--- config.mk ---
export PLATFORM = sky130hd
export DESIGN_NAME = dma_sample_unpacker_flat
export DESIGN_NICKNAME = d
export VERILOG_FILES = /design/src/rtl/dma_sample_unpacker_pkg.sv /design/src/rtl/dma_sample_unpacker_if.sv /design/src/rtl/dma_sample_unpacker_fifo.sv /design/src/rtl/dma_sample_unpacker.sv /design/src/flat_wrapper.sv
export SDC_FILE = /design/constraint.sdc
export NUM_CORES = 1
export LEC_CHECK = 0
export CORE_ASPECT_RATIO = 0.7
export CORE_MARGIN = 1.5
export CORE_UTILIZATION = 34
export DETAILED_ROUTE_END_ITERATION = 7
export RECOVER_POWER = 50
export SLEW_MARGIN = 20
export SYNTH_ARGS = -nofsm -noshare
export SYNTH_HDL_FRONTEND = slang
export SYNTH_SLANG_ARGS = --single-unit
--- constraint.sdc ---
create_clock -name clk -period 3.9 [get_ports clk]
set_clock_uncertainty 0.2 [all_clocks]
set_input_delay 0.78 -clock clk [delete_from_list [all_inputs] [get_ports clk]]
set_output_delay 0.78 -clock clk [all_outputs]
set_load 0.05 [all_outputs]
--- src/rtl/dma_sample_unpacker_pkg.sv ---
// Shared widths and lane helpers for the DMA sample unpacker.
package dma_unpack_pkg;
  localparam int SAMPLE_W = 16;
  localparam int WORD_W   = 64;
  localparam int LANES    = 4;

  typedef logic [1:0] lane_t;

  function automatic logic [SAMPLE_W-1:0] lane_sel(input logic [WORD_W-1:0] word, input lane_t lane);
    return word[lane*SAMPLE_W +: SAMPLE_W];
  endfunction
endpackage

--- src/rtl/dma_sample_unpacker_if.sv ---
// Word fetch handshake between the DMA controller user port and the unpacker.
interface dma_sample_unpacker_if;
  import dma_unpack_pkg::*;
  logic              request;
  logic [WORD_W-1:0] data;
  logic              data_ready;

  modport master (output request, input data, input data_ready);
  modport slave  (input request, output data, output data_ready);
endinterface

--- src/rtl/dma_sample_unpacker_fifo.sv ---
// Single-clock word FIFO with first-word fall-through head and occupancy count.
module dma_word_fifo #(
  parameter int DEPTH = 4,
  parameter int W     = 64,
  localparam int AW   = $clog2(DEPTH),
  localparam int OW   = AW + 1
) (
  input  logic          clk,
  input  logic          rst,
  input  logic          push,
  input  logic [W-1:0]  wdata,
  input  logic          pop,
  output logic [W-1:0]  head,
  output logic [OW-1:0] occ
);
  logic [W-1:0]  mem [DEPTH];
  logic [AW-1:0] wptr, rptr;

  assign head = mem[rptr];

  always_ff @(posedge clk)
    if (push) mem[wptr] <= wdata;

  always_ff @(posedge clk) begin
    if (rst) begin
      wptr <= '0;
      rptr <= '0;
      occ  <= '0;
    end else begin
      if (push) wptr <= wptr + AW'(1);
      if (pop)  rptr <= rptr + AW'(1);
      case ({push, pop})
        2'b10:   occ <= occ + OW'(1);
        2'b01:   occ <= occ - OW'(1);
        default: occ <= occ;
      endcase
    end
  end
endmodule

--- src/rtl/dma_sample_unpacker.sv ---
// Fetches 64-bit words into a local FIFO and emits one 16-bit sample per divider tick.
// Optional saturating underrun counter: define DMA_UNPACK_UNDERRUN_CNT_EN.
module dma_sample_unpacker
  import dma_unpack_pkg::*;
#(
  parameter int FIFO_DEPTH = 4,
  parameter int DIVIDER    = 1024,
  parameter int DIV_W      = 16
) (
  input  logic                  clk,
  input  logic                  rst,
  input  logic                  enable,
  dma_sample_unpacker_if.master dma,
  output logic                  sample_valid,
  output logic [SAMPLE_W-1:0]   sample_data,
  output logic                  underrun
`ifdef DMA_UNPACK_UNDERRUN_CNT_EN
  ,output logic [15:0]          underrun_count
`endif
);
  localparam int OCC_W = $clog2(FIFO_DEPTH) + 1;
  localparam logic [OCC_W:0]   DEPTH_CMP = (OCC_W+1)'(FIFO_DEPTH);
  localparam logic [DIV_W-1:0] DIV_LOAD  = DIV_W'(DIVIDER - 1);

  logic [OCC_W-1:0]  occ;
  logic [WORD_W-1:0] head;
  logic [DIV_W-1:0]  div_cnt;
  lane_t             lane;
  logic              req_q, push, pop, tick, have_word;

  // Words already counted plus the one possibly in flight bound the FIFO fill.
  assign dma.request = !rst && enable &&
                       (({1'b0, occ} + (OCC_W+1)'(req_q)) < DEPTH_CMP);
  // A strobe without a preceding request (e.g. right after reset) is dropped.
  assign push      = dma.data_ready && req_q;
  assign tick      = enable && (div_cnt == '0);
  assign have_word = (occ != '0);
  assign pop       = tick && have_word && (lane == 2'd3);

  dma_word_fifo #(.DEPTH(FIFO_DEPTH), .W(WORD_W)) u_fifo (
    .clk   (clk),
    .rst   (rst),
    .push  (push),
    .wdata (dma.data),
    .pop   (pop),
    .head  (head),
    .occ   (occ)
  );

  always_ff @(posedge clk) begin
    if (rst) begin
      req_q        <= 1'b0;
      div_cnt      <= DIV_LOAD;
      lane         <= '0;
      sample_valid <= 1'b0;
      sample_data  <= '0;
      underrun     <= 1'b0;
    end else begin
      req_q        <= dma.request;
      div_cnt      <= (!enable || tick) ? DIV_LOAD : div_cnt - DIV_W'(1);
      sample_valid <= 1'b0;
      underrun     <= 1'b0;
      if (tick) begin
        if (have_word) begin
          sample_data  <= lane_sel(head, lane);
          sample_valid <= 1'b1;
          lane         <= lane + 2'd1;
        end else begin
          underrun <= 1'b1;
        end
      end
    end
  end

`ifdef DMA_UNPACK_UNDERRUN_CNT_EN
  always_ff @(posedge clk) begin
    if (rst)
      underrun_count <= '0;
    else if (tick && !have_word && underrun_count != 16'hFFFF)
      underrun_count <= underrun_count + 16'd1;
  end
`endif
endmodule
--- src/flat_wrapper.sv ---
// flat-port wrapper written by rule: the top's interface ports become plain ports
module dma_sample_unpacker_flat import dma_unpack_pkg::*;
#(
  parameter int FIFO_DEPTH = 4,
  parameter int DIVIDER    = 1024,
  parameter int DIV_W      = 16
)
  (clk, rst, enable, sample_valid, sample_data, underrun, dma_request, dma_data, dma_data_ready);
  dma_sample_unpacker_if dma_i ();
  input  logic clk;
  input  logic rst;
  input  logic enable;
  output logic sample_valid;
  output logic [SAMPLE_W-1:0] sample_data;
  output logic underrun;
  output wire logic [$bits(dma_i.request)-1:0] dma_request;
  input wire logic [$bits(dma_i.data)-1:0] dma_data;
  input wire logic [$bits(dma_i.data_ready)-1:0] dma_data_ready;
  assign dma_request = dma_i.request;
  assign dma_i.data = dma_data;
  assign dma_i.data_ready = dma_data_ready;
  dma_sample_unpacker #(.FIFO_DEPTH(FIFO_DEPTH), .DIVIDER(DIVIDER), .DIV_W(DIV_W)) u_core (.clk(clk), .rst(rst), .enable(enable), .dma(dma_i), .sample_valid(sample_valid), .sample_data(sample_data), .underrun(underrun));
endmodule
==> metrics, run 1 <==
Post-Layout Cell Count 1156; Sink Count 302; worst hold slack 0.228 ns; post-route cell area 0.0140 mm2; die height 157 um; minimum setup slack among reg-to-reg paths approximately 0.65 ns; global route overflow 0; post-place setup slack 0.598 ns; DIE AREA 0.0348 mm2; Syn Area/Cell 19.6 um2; number of max-cap violations 0; critical path required time 2.92 ns; final setup violation count 0; arrival time worst endpoint 2.38 ns; via count approximately 5800; final core utilization between 40 and 50%; DR WL/cell 21.1 um; fraction of registers with async set/reset 0%; post-CTS setup buffers 0; Max H-tree Level 1; peak supply drop 0.331 mV; syn nets around 660; placed cell count 1097; cell chain of the critical path dlygate4sd3_1 -> nand2b_1 -> a311oi_1 -> buf_12; status finished clean; largest net degree at the start of global routing 32; Post-Synth XOR/XNOR Area 0.688%; leakage power 4.46 nW; unrepaired setup endpoints after global routing false; Post-Synth Adder-Cell Area 1.05%; Synth cell types 42; sequential fraction of the synthesis area 75.1%; pwr/cell area 476 mW/mm2; drt first-iter violations 409; WL met1 roughly 11 mm; clock-pin slew on the worst setup and hold paths about 0.060 ns; final hold viol count 0; Worst Max-Slew Pin Slew 1.22 ns; critical path fanouts, max 6; relative slew slack 18.7%; ANT nets after route 0; Total Wirelength 24.4 mm; Yosys warning count 0; port bufs 86; Critical Path Max Stage Delay 0.64 ns; GRT Overall Usage 14.2%; multiplexer area fraction after synthesis 12.7%; Setup Crit Path Kind input port to output pin; Top Layer Used met5; startpoint types input port; Die Wd 222 um; CTS resizes 0; worst hold path class flop to flop; Total Power around 6.7 mW; period utilization 86.2%; first-pass iteration count of the detailed router 5; DRC viols 0; share of layout cells above drive strength 1 between 10% and 20%; cts bufs inserted 31; Synth-to-Final Area Change 22.5%; initial antenna violation count 4; row cnt 56; largest family of logic cells by synthesized area multiplexers; met2 routed wirelength 11.1 mm; dpl hpwl ~16 mm; clk_lat worst skew 0.56 ns; post-synthesis cell count 585; met3 wire length between 1.5 and 2 mm; Core ar. 0.0334 mm2; filler cell count roughly 3000; Setup Total Neg Slack 0 ns; Synth Area in Simple Gates 4.45%; routability congestion estimate 0.723; fin worst setup slack 0.537 ns; vias in the first global route 5921; vias per cell roughly 5; Synth Area in Compound Gates approximately 4.7%; synthesized cell area 0.0115 mm2; clock buffer depth 3; Peak Freq 297 MHz; slowest cell on the critical path a311oi_1; Post-synth EDFFs approximately 260; Main synth FF type edfxtp_1; Critical Path Sink Type output pin; Synth Register Bits 302; layout net count 772; Hold Buf Count CTS 0; Final Max Slew Viols 0; IO Pins 87; Tmin final 3.36 ns; placed instance area 0.0130 mm2; starting density of the core 34.4%; first-pass GRT wire length 37.3 mm; root buf cell clkbuf_16; CTS tree yes
## worst max-delay path: cells and delay by family
| kind | cells | cell delay, ns |
|---|---|---|
| buf+inv | 2 | 0.79 |
| simple gates | 1 | 0.18 |
| compound gates | 1 | 0.64 |
## sequential cells by signal, indices dropped and copies added (netlist names), named ones only
name / cells
u_core.lane: 2
u_core.u_fifo.wptr: 2
u_core.req_q: 1
u_core.u_fifo.rptr: 2
u_core.div_cnt: 16
u_core.sample_data: 16
u_core.u_fifo.occ: 3
u_core.underrun: 1
u_core.u_fifo.mem: 256
u_core.sample_valid: 1
## cells in the mapped netlist, types with 2 or more instances
master / number / area (um2)
o21ai_1: 3 / 15.0
nor2_1: 14 / 52.6
or3_1: 7 / 43.8
nor2b_1: 3 / 18.8
clkbuf_1: 15 / 56.3
xnor2_1: 4 / 35.0
or4_1: 3 / 22.5
and3_1: 5 / 31.3
buf_2: 9 / 45.0
nor4b_4: 2 / 47.6
mux4_2: 64 / 1440
a22oi_1: 32 / 240
nand2_1: 29 / 109
o31ai_1: 3 / 22.5
and2_1: 2 / 12.5
a311oi_1: 2 / 17.5
edfxtp_1: 256 / 7690
dfxtp_1: 46 / 921
buf_1: 2 / 7.51
a22o_1: 16 / 140
nor3_2: 2 / 20.0
o21ai_0: 4 / 20.0
ha_1: 8 / 100
nand3_1: 8 / 40.0
nor4_1: 3 / 18.8
inv_1: 9 / 33.8
xor2_1: 5 / 43.8
a21oi_1: 13 / 65.1
nand4_1: 3 / 18.8
## cells by family (layout without fill, tap and decap cells)
family,count (synthesis),after routing
buf+inv,36,171
compound gates,75,75
mux,65,65
flops,302,302
fa+ha+maj,9,9
simple gates,89,89
other cells,0,1
xor+xnor,9,9
## power breakdown
group          switching (mW)  total (mW)  internal (mW)
Combinational          0.0930       0.176         0.0827
Sequential             0.0104        3.54           3.53
Clock                    1.20        2.96           1.76
## cell type report
cell class              instances  area, um2  area share [%]
flip-flops and latches        302       8610            61.3
inverters                       9       33.8           0.241
diodes                          1       2.50          0.0178
clock inverters                17        208            1.48
clock buffers                  41        823            5.86
repair buffers                104       1130            8.05
multi-input cells             247       2690            19.1
well taps                     435        544            3.88
## cell usage in the layout, fill, tap and decap left out, types with 3 or more instances in the layout
| cell type | netlist | layout |
|---|---|---|
| bufinv_16 | 0 | 4 |
| nand2_1 | 29 | 29 |
| or3_1 | 7 | 7 |
| clkbuf_1 | 15 | 9 |
| nor4_1 | 3 | 3 |
| buf_4 | 0 | 8 |
| xor2_1 | 5 | 5 |
| dlygate4sd3_1 | 0 | 66 |
| o21ai_0 | 4 | 4 |
| mux4_2 | 64 | 64 |
| nor2_1 | 14 | 13 |
| ha_1 | 8 | 8 |
| nand3_1 | 8 | 8 |
| o21ai_1 | 3 | 3 |
| clkdlybuf4s50_1 | 0 | 19 |
| xnor2_1 | 4 | 4 |
| clkbuf_16 | 0 | 31 |
| edfxtp_1 | 256 | 256 |
| inv_1 | 9 | 9 |
| dfxtp_1 | 46 | 44 |
| nand4_1 | 3 | 3 |
| or4_1 | 3 | 3 |
| o31ai_1 | 3 | 3 |
| and3_1 | 5 | 3 |
| a22oi_1 | 32 | 32 |
| buf_12 | 0 | 11 |
| clkinv_2 | 0 | 7 |
| a22o_1 | 16 | 16 |
| a21oi_1 | 13 | 13 |
## layer usage
layer / global-route usage (%) / vias to the layer above
met1: 20.5 / 2985
met3: 3.74 / 28
met4: 2.88 / 4
met5: 0 / -
met2: 21.6 / 140
li1: - / 2629
## worst paths after layout
path / start / endpoint / cells past startpoint
worst max-delay path: enable / dma_request / 4
worst min-delay path: u_core.div_cnt[0]$_SDFF_PP1_ / u_core.div_cnt[0]$_SDFF_PP1_ / 1
worst max register to register: u_core.div_cnt[0]$_SDFF_PP1_ / u_core.u_fifo.occ[2]$_SDFFE_PP0P_ / 11
worst min register to register: u_core.div_cnt[0]$_SDFF_PP1_ / u_core.div_cnt[0]$_SDFF_PP1_ / 1
No activity file was read; power rests on OpenSTA's default activity.
==> inputs of run 2 (changes only) <==
--- a/config.mk
+++ b/config.mk
@@ -10,7 +10,6 @@
 export CORE_UTILIZATION = 34
 export DETAILED_ROUTE_END_ITERATION = 7
 export RECOVER_POWER = 50
-export SLEW_MARGIN = 20
 export SYNTH_ARGS = -nofsm -noshare
 export SYNTH_HDL_FRONTEND = slang
 export SYNTH_SLANG_ARGS = --single-unit
==> results of run 2 <==
The final DEF is identical to that of run 1; final timing and power are the same.
